$ cat config.mk
export PLATFORM = sky130hd
export DESIGN_NAME = ahb_sram_bridge
export DESIGN_NICKNAME = d
export VERILOG_FILES = /design/src/rtl/ahb_sram_pkg.sv /design/src/rtl/ahb_sram_wbuf.sv /design/src/rtl/ahb_sram_bridge.sv
export SDC_FILE = /design/constraint.sdc
export NUM_CORES = 1
export LEC_CHECK = 0
export CAP_MARGIN = 20
export CORE_ASPECT_RATIO = 0.8
export CORE_MARGIN = 3
export CORE_UTILIZATION = 25
export CTS_BUF_LIST = sky130_fd_sc_hd__clkbuf_2
export DETAILED_ROUTE_END_ITERATION = 7
export PLACE_DENSITY = 0.56
export SYNTH_ARGS = -nofsm -noshare
export SYNTH_HDL_FRONTEND = slang
export SYNTH_HIERARCHICAL = 1
export SYNTH_SLANG_ARGS = --single-unit
$ cat constraint.sdc
create_clock -name HCLK -period 3.55 [get_ports HCLK]
set_input_delay 0.71 -clock HCLK [delete_from_list [all_inputs] [get_ports HCLK]]
set_output_delay 0.71 -clock HCLK [all_outputs]
set_load 0.03 [all_outputs]
$ cat src/rtl/ahb_sram_pkg.sv
// Shared AHB-Lite codes, response-FSM states and byte-lane helpers for the
// AHB-to-SRAM bridge.
package ahb_sram_pkg;

   localparam logic [1:0] HTRANS_IDLE   = 2'd0;
   localparam logic [1:0] HTRANS_BUSY   = 2'd1;
   localparam logic [1:0] HTRANS_NONSEQ = 2'd2;
   localparam logic [1:0] HTRANS_SEQ    = 2'd3;

   localparam logic [2:0] HSIZE_BYTE = 3'd0;
   localparam logic [2:0] HSIZE_HALF = 3'd1;
   localparam logic [2:0] HSIZE_WORD = 3'd2;

   localparam logic HRESP_OKAY  = 1'b0;
   localparam logic HRESP_ERROR = 1'b1;

   typedef enum logic [1:0] {
      RESP_OKAY,
      RESP_ERR1,
      RESP_ERR2
   } resp_state_t;

   // Low address bits below the access size are ignored (aligned down).
   function automatic logic [3:0] byte_mask(input logic [2:0] size, input logic [1:0] addr);
      logic [3:0] m;
      case (size)
         HSIZE_BYTE: m = 4'b0001 << addr;
         HSIZE_HALF: m = addr[1] ? 4'b1100 : 4'b0011;
         default:    m = 4'b1111;
      endcase
      return m;
   endfunction

   function automatic logic misaligned(input logic [2:0] size, input logic [1:0] addr);
      logic e;
      case (size)
         HSIZE_BYTE: e = 1'b0;
         HSIZE_HALF: e = addr[0];
         HSIZE_WORD: e = (addr != 2'b00);
         default:    e = 1'b1;
      endcase
      return e;
   endfunction

endpackage

$ cat src/rtl/ahb_sram_wbuf.sv
// One-entry write buffer: holds a write displaced by a read, and merges its
// bytes into read data returned for the same word.
module ahb_sram_wbuf
   import ahb_sram_pkg::*;
#(
   parameter int unsigned AW = 16
) (
   input  logic          HCLK,
   input  logic          HRESETn,
   input  logic          fill,
   input  logic          drain,
   input  logic [AW-1:0] fill_addr,
   input  logic [3:0]    fill_mask,
   input  logic [31:0]   fill_data,
   input  logic [AW-1:0] rd_addr,
   input  logic [31:0]   sram_rdata,
   output logic          buf_valid,
   output logic [AW-1:0] buf_addr,
   output logic [3:0]    buf_mask,
   output logic [31:0]   buf_data,
   output logic [31:0]   rd_merged
);

   logic hit;

   always_ff @(posedge HCLK) begin
      if (!HRESETn) begin
         buf_valid <= 1'b0;
      end else if (fill) begin
         buf_valid <= 1'b1;
         buf_addr  <= fill_addr;
         buf_mask  <= fill_mask;
         buf_data  <= fill_data;
      end else if (drain) begin
         buf_valid <= 1'b0;
      end
   end

   assign hit = buf_valid && (buf_addr == rd_addr);

   always_comb begin
      rd_merged = sram_rdata;
      for (int unsigned i = 0; i < 4; i++) begin
         if (hit && buf_mask[i]) rd_merged[8*i +: 8] = buf_data[8*i +: 8];
      end
   end

endmodule

$ cat src/rtl/ahb_sram_bridge.sv
// Zero-wait-state AHB-Lite slave driving a single-port SRAM with a one-entry
// write buffer. Define AHB_SRAM_ALIGN_CHECK_EN to return ERROR on misaligned transfers.
module ahb_sram_bridge
   import ahb_sram_pkg::*;
#(
   parameter int unsigned AW = 16
) (
   input  logic          HCLK,
   input  logic          HRESETn,
   input  logic          HSEL,
   input  logic          HREADY,
   input  logic [1:0]    HTRANS,
   input  logic [2:0]    HSIZE,
   input  logic          HWRITE,
   input  logic [AW+1:0] HADDR,
   input  logic [31:0]   HWDATA,
   output logic          HREADYOUT,
   output logic          HRESP,
   output logic [31:0]   HRDATA,
   input  logic [31:0]   SRAMRDATA,
   output logic [AW-1:0] SRAMADDR,
   output logic [31:0]   SRAMWDATA,
   output logic [3:0]    SRAMWEN,
   output logic          SRAMCS
);

   logic          addr_valid, addr_err, rd_req, wr_req;
   logic [3:0]    addr_mask;
   logic          rd_dphase, wr_dphase;
   logic [AW-1:0] rd_addr, waddr;
   logic [3:0]    wmask;
   logic          buf_fill, buf_drain, buf_valid;
   logic [AW-1:0] buf_addr;
   logic [3:0]    buf_mask;
   logic [31:0]   buf_data, rd_merged;

   assign addr_valid = HSEL && HREADY && ((HTRANS == HTRANS_NONSEQ) || (HTRANS == HTRANS_SEQ));
   assign addr_mask  = byte_mask(HSIZE, HADDR[1:0]);

`ifdef AHB_SRAM_ALIGN_CHECK_EN
   resp_state_t state;
   logic        hready_q, hresp_q;

   assign addr_err = addr_valid && misaligned(HSIZE, HADDR[1:0]);

   always_ff @(posedge HCLK) begin
      if (!HRESETn) begin
         state    <= RESP_OKAY;
         hready_q <= 1'b1;
         hresp_q  <= HRESP_OKAY;
      end else begin
         case (state)
            RESP_ERR1: begin
               state    <= RESP_ERR2;
               hready_q <= 1'b1;
               hresp_q  <= HRESP_ERROR;
            end
            default: begin
               if (addr_err) begin
                  state    <= RESP_ERR1;
                  hready_q <= 1'b0;
                  hresp_q  <= HRESP_ERROR;
               end else begin
                  state    <= RESP_OKAY;
                  hready_q <= 1'b1;
                  hresp_q  <= HRESP_OKAY;
               end
            end
         endcase
      end
   end

   assign HREADYOUT = hready_q;
   assign HRESP     = hresp_q;
`else
   assign addr_err  = 1'b0;
   assign HREADYOUT = 1'b1;
   assign HRESP     = HRESP_OKAY;
`endif

   assign rd_req = addr_valid && !HWRITE && !addr_err;
   assign wr_req = addr_valid &&  HWRITE && !addr_err;

   always_ff @(posedge HCLK) begin
      if (!HRESETn) begin
         rd_dphase <= 1'b0;
         wr_dphase <= 1'b0;
      end else begin
         rd_dphase <= rd_req;
         wr_dphase <= wr_req;
         if (rd_req) rd_addr <= HADDR[AW+1:2];
         if (wr_req) begin
            waddr <= HADDR[AW+1:2];
            wmask <= addr_mask;
         end
      end
   end

   // Read address phase owns the port; a coinciding write data phase is parked.
   always_comb begin
      buf_fill  = 1'b0;
      buf_drain = 1'b0;
      SRAMCS    = 1'b0;
      SRAMWEN   = '0;
      SRAMADDR  = HADDR[AW+1:2];
      SRAMWDATA = HWDATA;
      if (HRESETn) begin
         if (rd_req) begin
            SRAMCS   = 1'b1;
            buf_fill = wr_dphase;
         end else if (wr_dphase) begin
            SRAMCS   = 1'b1;
            SRAMWEN  = wmask;
            SRAMADDR = waddr;
         end else if (buf_valid) begin
            SRAMCS    = 1'b1;
            SRAMWEN   = buf_mask;
            SRAMADDR  = buf_addr;
            SRAMWDATA = buf_data;
            buf_drain = 1'b1;
         end
      end
   end

   ahb_sram_wbuf #(.AW(AW)) u_wbuf (
      .HCLK       (HCLK),
      .HRESETn    (HRESETn),
      .fill       (buf_fill),
      .drain      (buf_drain),
      .fill_addr  (waddr),
      .fill_mask  (wmask),
      .fill_data  (HWDATA),
      .rd_addr    (rd_addr),
      .sram_rdata (SRAMRDATA),
      .buf_valid  (buf_valid),
      .buf_addr   (buf_addr),
      .buf_mask   (buf_mask),
      .buf_data   (buf_data),
      .rd_merged  (rd_merged)
   );

   assign HRDATA = rd_dphase ? rd_merged : '0;

endmodule

==> results of run 1 <==
## worst paths after layout
check	from	endpoint	slack, ns	cells past startpoint
worst min-delay path	wmask[0]$_DFFE_PP_	u_wbuf/buf_mask[0]$_DFFE_PP_	0.50	0
worst max-delay path	rd_addr[2]$_DFFE_PP_	HRDATA[10]	0.08	7
worst max register to register	wr_dphase$_SDFF_PN0_	u_wbuf/buf_data[26]$_DFFE_PP_	1.39	5
worst min register to register	wmask[0]$_DFFE_PP_	u_wbuf/buf_mask[0]$_DFFE_PP_	0.50	0
## state kept, by name (all words and copies together) (netlist names)
register,count
rd_addr,16
rd_dphase,1
u_wbuf/buf_addr,16
u_wbuf/buf_data,32
u_wbuf/buf_mask,4
u_wbuf/buf_valid,1
waddr,16
wmask,4
wr_dphase,1
## per-layer routing
layer	vias up	GRT usage, %
met5	-	0
met4	0	4.12
met3	16	4.31
met2	139	21.2
met1	1741	18.7
li1	1649	-
## worst max-delay path: stages, from the launching register on
cell	delay, ns
sky130_fd_sc_hd__edfxtp_1	0.46
sky130_fd_sc_hd__a222oi_1	0.45
sky130_fd_sc_hd__and3_4	0.35
sky130_fd_sc_hd__nand3_4	0.18
sky130_fd_sc_hd__buf_6	0.17
sky130_fd_sc_hd__mux2_2	0.25
sky130_fd_sc_hd__and2_4	0.16
sky130_fd_sc_hd__buf_6	0.13
## cell type report
class	count	share of cell area, %
Inverter	8	0.406
Timing Repair Buffer	203	30.1
Tap cell	253	4.28
Clock buffer	10	0.676
Sequential cell	91	36.5
Clock inverter	6	0.642
Multi-Input combinational cell	204	27.4
## logic make-up (layout without fill, tap and decap cells)
family	count (synthesis)	count (layout)	share of synthesized area, %
buffers and inverters	31	227	4.36
AND/OR/NAND/NOR	79	79	11.6
XOR/XNOR	13	13	2.42
AO/OA/AOI/OAI	46	46	8.74
flip-flops	91	91	57.4
multiplexers	64	64	15.3
other	2	2	0.159
## power groups by stage
stage / sequential [mW] / combinational [mW] / clock, mW
after floorplan: 1.21 / 0.172 / 0
after global placement: 1.21 / 0.394 / 0
after detailed placement: 1.21 / 0.397 / 0
after CTS: 1.19 / 0.407 / 0.537
after global routing: 1.19 / 0.428 / 0.571
final: 1.19 / 0.405 / 0.501
## stage by stage
stage	total power, mW	worst slack [ns]	util, %	hold WS [ns]	cells
after global placement	1.60	0.0986	37.4	0.423	748
final	2.09	0.0848	40.4	0.495	775
after floorplan	1.38	0.355	-	0.419	326
after CTS	2.13	-0.0874	39.2	0.495	769
after global routing	2.19	-0.103	40.4	0.504	775
after detailed placement	1.61	0.0814	37.4	0.434	748
## synthesized netlist by cell type, types with 2 or more instances
master	n
sky130_fd_sc_hd__a221o_1	15
sky130_fd_sc_hd__a22oi_1	4
sky130_fd_sc_hd__a41o_1	16
sky130_fd_sc_hd__and2_1	33
sky130_fd_sc_hd__and3_1	2
sky130_fd_sc_hd__buf_2	4
sky130_fd_sc_hd__buf_4	2
sky130_fd_sc_hd__buf_6	10
sky130_fd_sc_hd__clkbuf_1	5
sky130_fd_sc_hd__conb_1	2
sky130_fd_sc_hd__dfxtp_1	3
sky130_fd_sc_hd__edfxtp_1	88
sky130_fd_sc_hd__inv_1	8
sky130_fd_sc_hd__mux2_2	63
sky130_fd_sc_hd__nand3_2	5
sky130_fd_sc_hd__nand4_1	2
sky130_fd_sc_hd__nor2_1	12
sky130_fd_sc_hd__nor2b_1	2
sky130_fd_sc_hd__nor3_1	2
sky130_fd_sc_hd__nor3b_1	15
sky130_fd_sc_hd__o21ai_0	5
sky130_fd_sc_hd__xnor2_1	5
sky130_fd_sc_hd__xor2_1	8
## repair_timing
| action | 4_1_cts | 5_1_grt |
|---|---|---|
| buffers inserted | 5 | 6 |
| endpoints found under the setup margin | 32 | 64 |
| pin swaps | 3 | 10 |
| gates resized for setup | 213 | 59 |
==> results list, run 1 <==
- Of the total power, the share spent switching nets is 27.7%.
- Clock sink count: 91
* Post-Layout Inst Area: 0.00740 sq mm
* Wire length per cell after detailed routing: 18.4 microns
* Fillers: 1716
- Part of the Yosys area used for sequential elements: 57.4%
- Leading post-synthesis cells by cell area: sky130_fd_sc_hd__edfxtp_1 56%, sky130_fd_sc_hd__mux2_2 15%, sky130_fd_sc_hd__and2_1 4.4%, sky130_fd_sc_hd__a41o_1 3.4%, sky130_fd_sc_hd__a221o_1 3.2%
* Tightest slew margin relative to the limit: 48.3%
- Quantity of I/O buffers inserted on ports: 175
- Clock network fraction of design power: 23.9%
- For this run, the detailed router's first-pass iteration total came to 4.
- The via count of the first global-routing pass came to 3770.
- Synth-to-Final Area Change: 57.1%
- Final worst path period share: 97.6%
- Setup repair after global routing could not meet its margin everywhere.
- Number of endpoints with negative hold slack in the final report: 0
- The share of synthesized area in the top cell type comes to 56.1%.
* Post-Syn Area: 0.00471 sq mm
- The multi-input combinational cells in the finished layout cover a total of 0.00202 sq mm.
- For this run, the number of Yosys warnings is 6.
* Chip Height: 129 microns
* CP Data Required Time: 2.84 ns
* Total net switching power: 581 uW
* Final setup skew: 0.0466 ns
- In the detailed route, the total length drawn on met3 is 916 microns.
- The tree is rooted in a sky130_fd_sc_hd__clkbuf_2.
* Overall die width: 159 microns
- Number of buffers inserted for hold repair after clock tree synthesis: 0
* Average via count per standard cell: 4.57
* Post-synthesis instance total: 326
* Area after DPL: 0.00686 sq mm
* Number of diodes: 0
- Sequential Power Share: 56.7%
- I/O Pins: 179
- Power spread over the standard cell area amounts to 283 mW/mm^2.
- Iter 0 DRT Violations: 293
- The flow ran to the end, and the final reports show no timing, DRC or antenna violations.
- The analysis attributes to cell leakage a power of 3.09 nW.
- Global route total overflow: 0
* Final critical path time including I/O delays and setup: 3.47 ns
- The initial antenna violation count came to 0.
- TritonCTS clock tree: yes
- For the worst setup path, the data arrival time is 2.76 ns.
* Number of enable flip-flop cells after synthesis: 88
* Number of buffers inserted during clock tree synthesis: 9
* Drt total wl: 14300 microns
- After detailed routing, the wire length on met1 is 6430 microns.
- A synthesized cell averages 14.4 sq um.
- For this block, the via count after detailed routing is 3545.
* Max rail drop VDD: 0.192 mV
- At the pin with the least slew margin, the transition time is 0.776 ns.
- The library cells used most frequently in the layout, excluding fill and tap cells, are 90 x sky130_fd_sc_hd__clkdlybuf4s50_1, 88 x sky130_fd_sc_hd__edfxtp_1, 47 x sky130_fd_sc_hd__mux2_2, 32 x sky130_fd_sc_hd__dlymetal6s2s_1, 31 x sky130_fd_sc_hd__buf_4.
- The die covers 0.0205 sq mm.
- DR DRC count: 0
- The congestion estimate from routability-driven global placement came to 0.760.
* Global routing usage summed across all routing layers: 13.7%
- Counting flops and latches in the post-synthesis netlist gives 91.
* Crit end category: output pin
- Highest metal layer used by the detailed router: met4
* Remaining antenna violation count after routing: 0
- Max-cap violations in this run came to 0.
- Endpoints failing setup: 0
* Max Slew Vio Count: 0
- Clock latency on the worst-skew pair, taken at its later pin, is 0.62 ns.
* Post-layout net count: 609
* Aggregate negative setup slack: 0 ns
* Largest area contributor in the synthesized netlist: sky130_fd_sc_hd__edfxtp_1
- Pint: 1.51 mW
* Largest fanout on the critical path: 8
* Maximum number of pins on one net before global-route repair: 34
* Wire length on met2: 6780 microns
* Maximum buffer depth of the clock tree: 2
- Wire length of the first global-routing pass: 21800 microns
* Ratio of cells with drive above 1 in the final layout: 39.5%
- Once the floorplan was initialized, standard cells occupied 25.7% of the core.
- Most common cell after layout, fill and taps aside: sky130_fd_sc_hd__clkdlybuf4s50_1
* Sequential cell area: 0.00270 sq mm
* Logic gate share of total power: 19.3%
- Async S/R FF share, synth: 0%
- Mapped Nets: 418
* Achievable Freq: 289 MHz
- The H-tree was split into 3 levels.
* Number of rows created at floorplan: 44
* Path class of the lowest-slack min-delay path: register to register
* HPWL after detailed placement: 9940 microns
- CP Class: register to output pin
* Primary flip-flop cell chosen by synthesis mapping: sky130_fd_sc_hd__edfxtp_1
* Standard cell core area: 0.0183 sq mm
- Number of distinct standard cells referenced by the synthesized netlist: 38
* Critical path launch point type: register
* CTS clk-pin slew, worst paths: 0.27 ns
No activity file was read; power rests on OpenSTA's default activity.
==> run 2, diff against run 1 <==
- ABC_CLOCK_PERIOD_IN_PS: default -> 3550
- CTS_CLUSTER_SIZE: default -> 10
- PLACE_DENSITY: 0.56 -> 0.52
==> run 2 against run 1 <==
Net effect:
- non-clock buffer count decreased by 7
- cell area down 1.3%
- flip-flop and latch count stayed put
- via count down 1.2%
- clock power up 16%
- first-iteration DRC count fell by 21%
- cell count decreased by 0.90%
- utilization shrank 0.51 points
- register-to-register slack improved by 0.10 ns
- critical path type unchanged
- largest power group unchanged
==> results list, run 2 (same netlist as run 1, synthesis figures left out) <==
* Most frequent cells in the layout: 90 x sky130_fd_sc_hd__clkdlybuf4s50_1, 88 x sky130_fd_sc_hd__edfxtp_1, 52 x sky130_fd_sc_hd__mux2_2, 32 x sky130_fd_sc_hd__dlymetal6s2s_1, 27 x sky130_fd_sc_hd__buf_6
* Most common cell after layout, fill and taps aside: sky130_fd_sc_hd__clkdlybuf4s50_1
- The number of detailed-routing iterations run before antenna repair is 4 (unchanged).
* Root Buffer Master: sky130_fd_sc_hd__clkbuf_2
- The count of antenna diodes in the layout is 0 (unchanged).
* Final setup skew: 0.0153 ns (-0.0313 ns)
- The sum of net half-perimeters after detailed placement came to 9940 microns (about the same).
* Area enclosed by the die boundary: 0.0205 sq mm (unchanged)
* Final worst path period share: 97.0% (-0.62 points)
* Via count of the first global-routing pass: 3621 (-4.0%)
* Maximum number of pins on one net before global-route repair: 25 (-26%)
* Tightest slew margin relative to the limit: 54.8% (+6.5 points)
- The detailed-route via count came to 3504 (-1.2%).
- Setup repair after global routing could not meet its margin everywhere.
- The flow ran to the end, and the final reports show no timing, DRC or antenna violations.
* Number of endpoints with negative hold slack in the final report: 0 (unchanged)
* CP delay by family, top: simple AND/OR/NAND/NOR gates
* Placed Cells: 746 (-0.27%)
- STA classifies the critical path startpoint as a register.
- The slowest stage of the critical path belongs to the cell sky130_fd_sc_hd__edfxtp_1.
- The largest vdd supply drop is 0.154 mV (-19%).
- The maximum fanout along the worst path was 4 (-4).
- Ranked by flip-flop count, first place goes to u_wbuf/buf_data.
- The number of setup violations in the final report is 0 (unchanged).
- DR DRC count: 0 (unchanged)
- CP Data Arrival Time: 2.73 ns (-0.03 ns)
- Post-Route Hold Slack: 0.490 ns (-0.00513 ns)
- The flip-flop count of the largest register, all copies and words added came to 32 (unchanged).
* Overall die width: 159 microns (unchanged)
- Compared with the post-synthesis result, the final layout area differs by 55.2%.
* Max Slew Vio Count: 0 (unchanged)
- TritonCTS clock tree: yes
* Achievable Freq: 290 MHz (+0.64%)
- Number of rows created at floorplan: 44 (unchanged)
- The initial standard-cell utilization of the core is 25.7% (unchanged).
- Global route total overflow: 0 (unchanged)
- I/O Pins: 179 (unchanged)
* Remaining antenna violation count after routing: 0 (unchanged)
- Maximum buffer depth of the clock tree: 2 (unchanged)
- Wire length per cell after detailed routing: 18.2 microns (-1.2%)
- The H-tree depth reported by CTS came to 3 (unchanged).
- The worst-skew pair later-pin latency came to 0.60 ns (-0.02 ns).
* Global routing usage summed across all routing layers: 13.5% (-0.26 points)
- The placer congestion estimate is 0.746 (-1.8%).
* Standard cell core area: 0.0183 sq mm (unchanged)
* Iter 0 DRT Violations: 231 (-21%)
- Average via count per standard cell: 4.56 (-0.26%)
* Final critical path time including I/O delays and setup: 3.44 ns (-0.0220 ns)
- Number of buffers inserted during clock tree synthesis: 9 (unchanged)
- Clock sink count: 91 (unchanged)
* CP Class: register to output pin
* Cell-by-cell listing of the critical path: xor2_1 -> nor4_2 -> and3_4 -> nand3_4 -> buf_4 -> mux2_2 -> and2_1 -> buf_4
* CTS clk-pin slew, worst paths: 0.26 ns (about the same)
- The reported leakage power is 3.01 nW (-2.5%).
- Counting stages on the worst path, the most repeated cell is sky130_fd_sc_hd__buf_4.
* Post-layout net count: 602 (-1.1%)
- The biggest cell delay along the critical path was 0.47 ns (about the same).
* Power density over cell area: 297 mW/mm^2 (+4.9%)
- Drt total wl: 14000 microns (-2.1%)
* Chip Height: 129 microns (unchanged)
- The worst endpoint required time was 2.84 ns (about the same).
- The initial antenna violation count came to 0 (unchanged).
- Fin cells: 768 (-0.90%)
* Aggregate negative setup slack: 0 ns (unchanged)
- Quantity of I/O buffers inserted on ports: 175 (unchanged)
- The worst setup path is captured at an output pin.
- The min-delay analysis places its worst path in the category register to register.
* Ratio of cells with drive above 1 in the final layout: 36.5% (-3.0 points)
- The transition time at the pin with the least slew margin came to 0.678 ns (-0.0976 ns).
- Wire length of the first global-routing pass: 21500 microns (-1.8%)
- The max-capacitance violation count was 0 (unchanged).
- Buf+Inv Stages, Crit Path: 2 (unchanged)
run 2: area by class of cell:
| cell class | count | area (sq um) |
|---|---|---|
| Fill cell | 1706 | 11000 |
| Sequential cell | 91 | 2700 |
| Timing Repair Buffer | 196 | 2180 |
| Multi-Input combinational cell | 204 | 1950 |
| Tap cell | 253 | 317 |
| Clock inverter | 7 | 83.8 |
| Clock buffer | 9 | 45.0 |
| Inverter | 8 | 30.0 |
run 2: where the power goes:
group	total [mW]	switching [mW]	internal, mW
sequential	1.19	0.00425	1.18
clock	0.581	0.404	0.177
combinational	0.400	0.177	0.223
run 2: repair_timing:
action / CTS / global route
pin swaps: 8 / 5
resized for setup: 141 / 114
buffers inserted: 4 / 2
endpoints found under the setup margin: 32 / 64
hold buffers: 0 / 0
run 2: final timing paths:
kind | start | endpoint | slack, ns | depth (start not counted)
max | u_wbuf/buf_addr[3]$_DFFE_PP_ | HRDATA[19] | 0.11 | 8
min | waddr[2]$_DFFE_PP_ | u_wbuf/buf_addr[2]$_DFFE_PP_ | 0.49 | 0
max reg2reg | wr_dphase$_SDFF_PN0_ | u_wbuf/buf_data[8]$_DFFE_PP_ | 1.49 | 5
min reg2reg | waddr[2]$_DFFE_PP_ | u_wbuf/buf_addr[2]$_DFFE_PP_ | 0.49 | 0
run 2: through the flow:
step	instance area, sq um	worst slack [ns]	utilization, %	power [mW]
after detailed placement	6870	0.122	37.5	1.61
after CTS	7020	-0.0149	38.3	2.21
after floorplan	4710	0.355	-	1.38
after global placement	6870	0.128	37.5	1.60
final	7310	0.107	39.9	2.17
after global routing	7310	-0.115	39.9	2.27
run 2: layer usage:
| layer | share of wire, % | global-route usage [%] |
|---|---|---|
| met1 | 49 | 19.3 |
| met2 | 45 | 20.2 |
| met3 | 5.6 | 3.96 |
| met4 | 0.81 | 3.19 |
| met5 | 0 | 0 |
==> run 3, diff against run 2 <==
- HOLD_SLACK_MARGIN: default -> 0.1
==> results of run 3 <==
Final layout, timing and power as in run 2 (identical DEF).
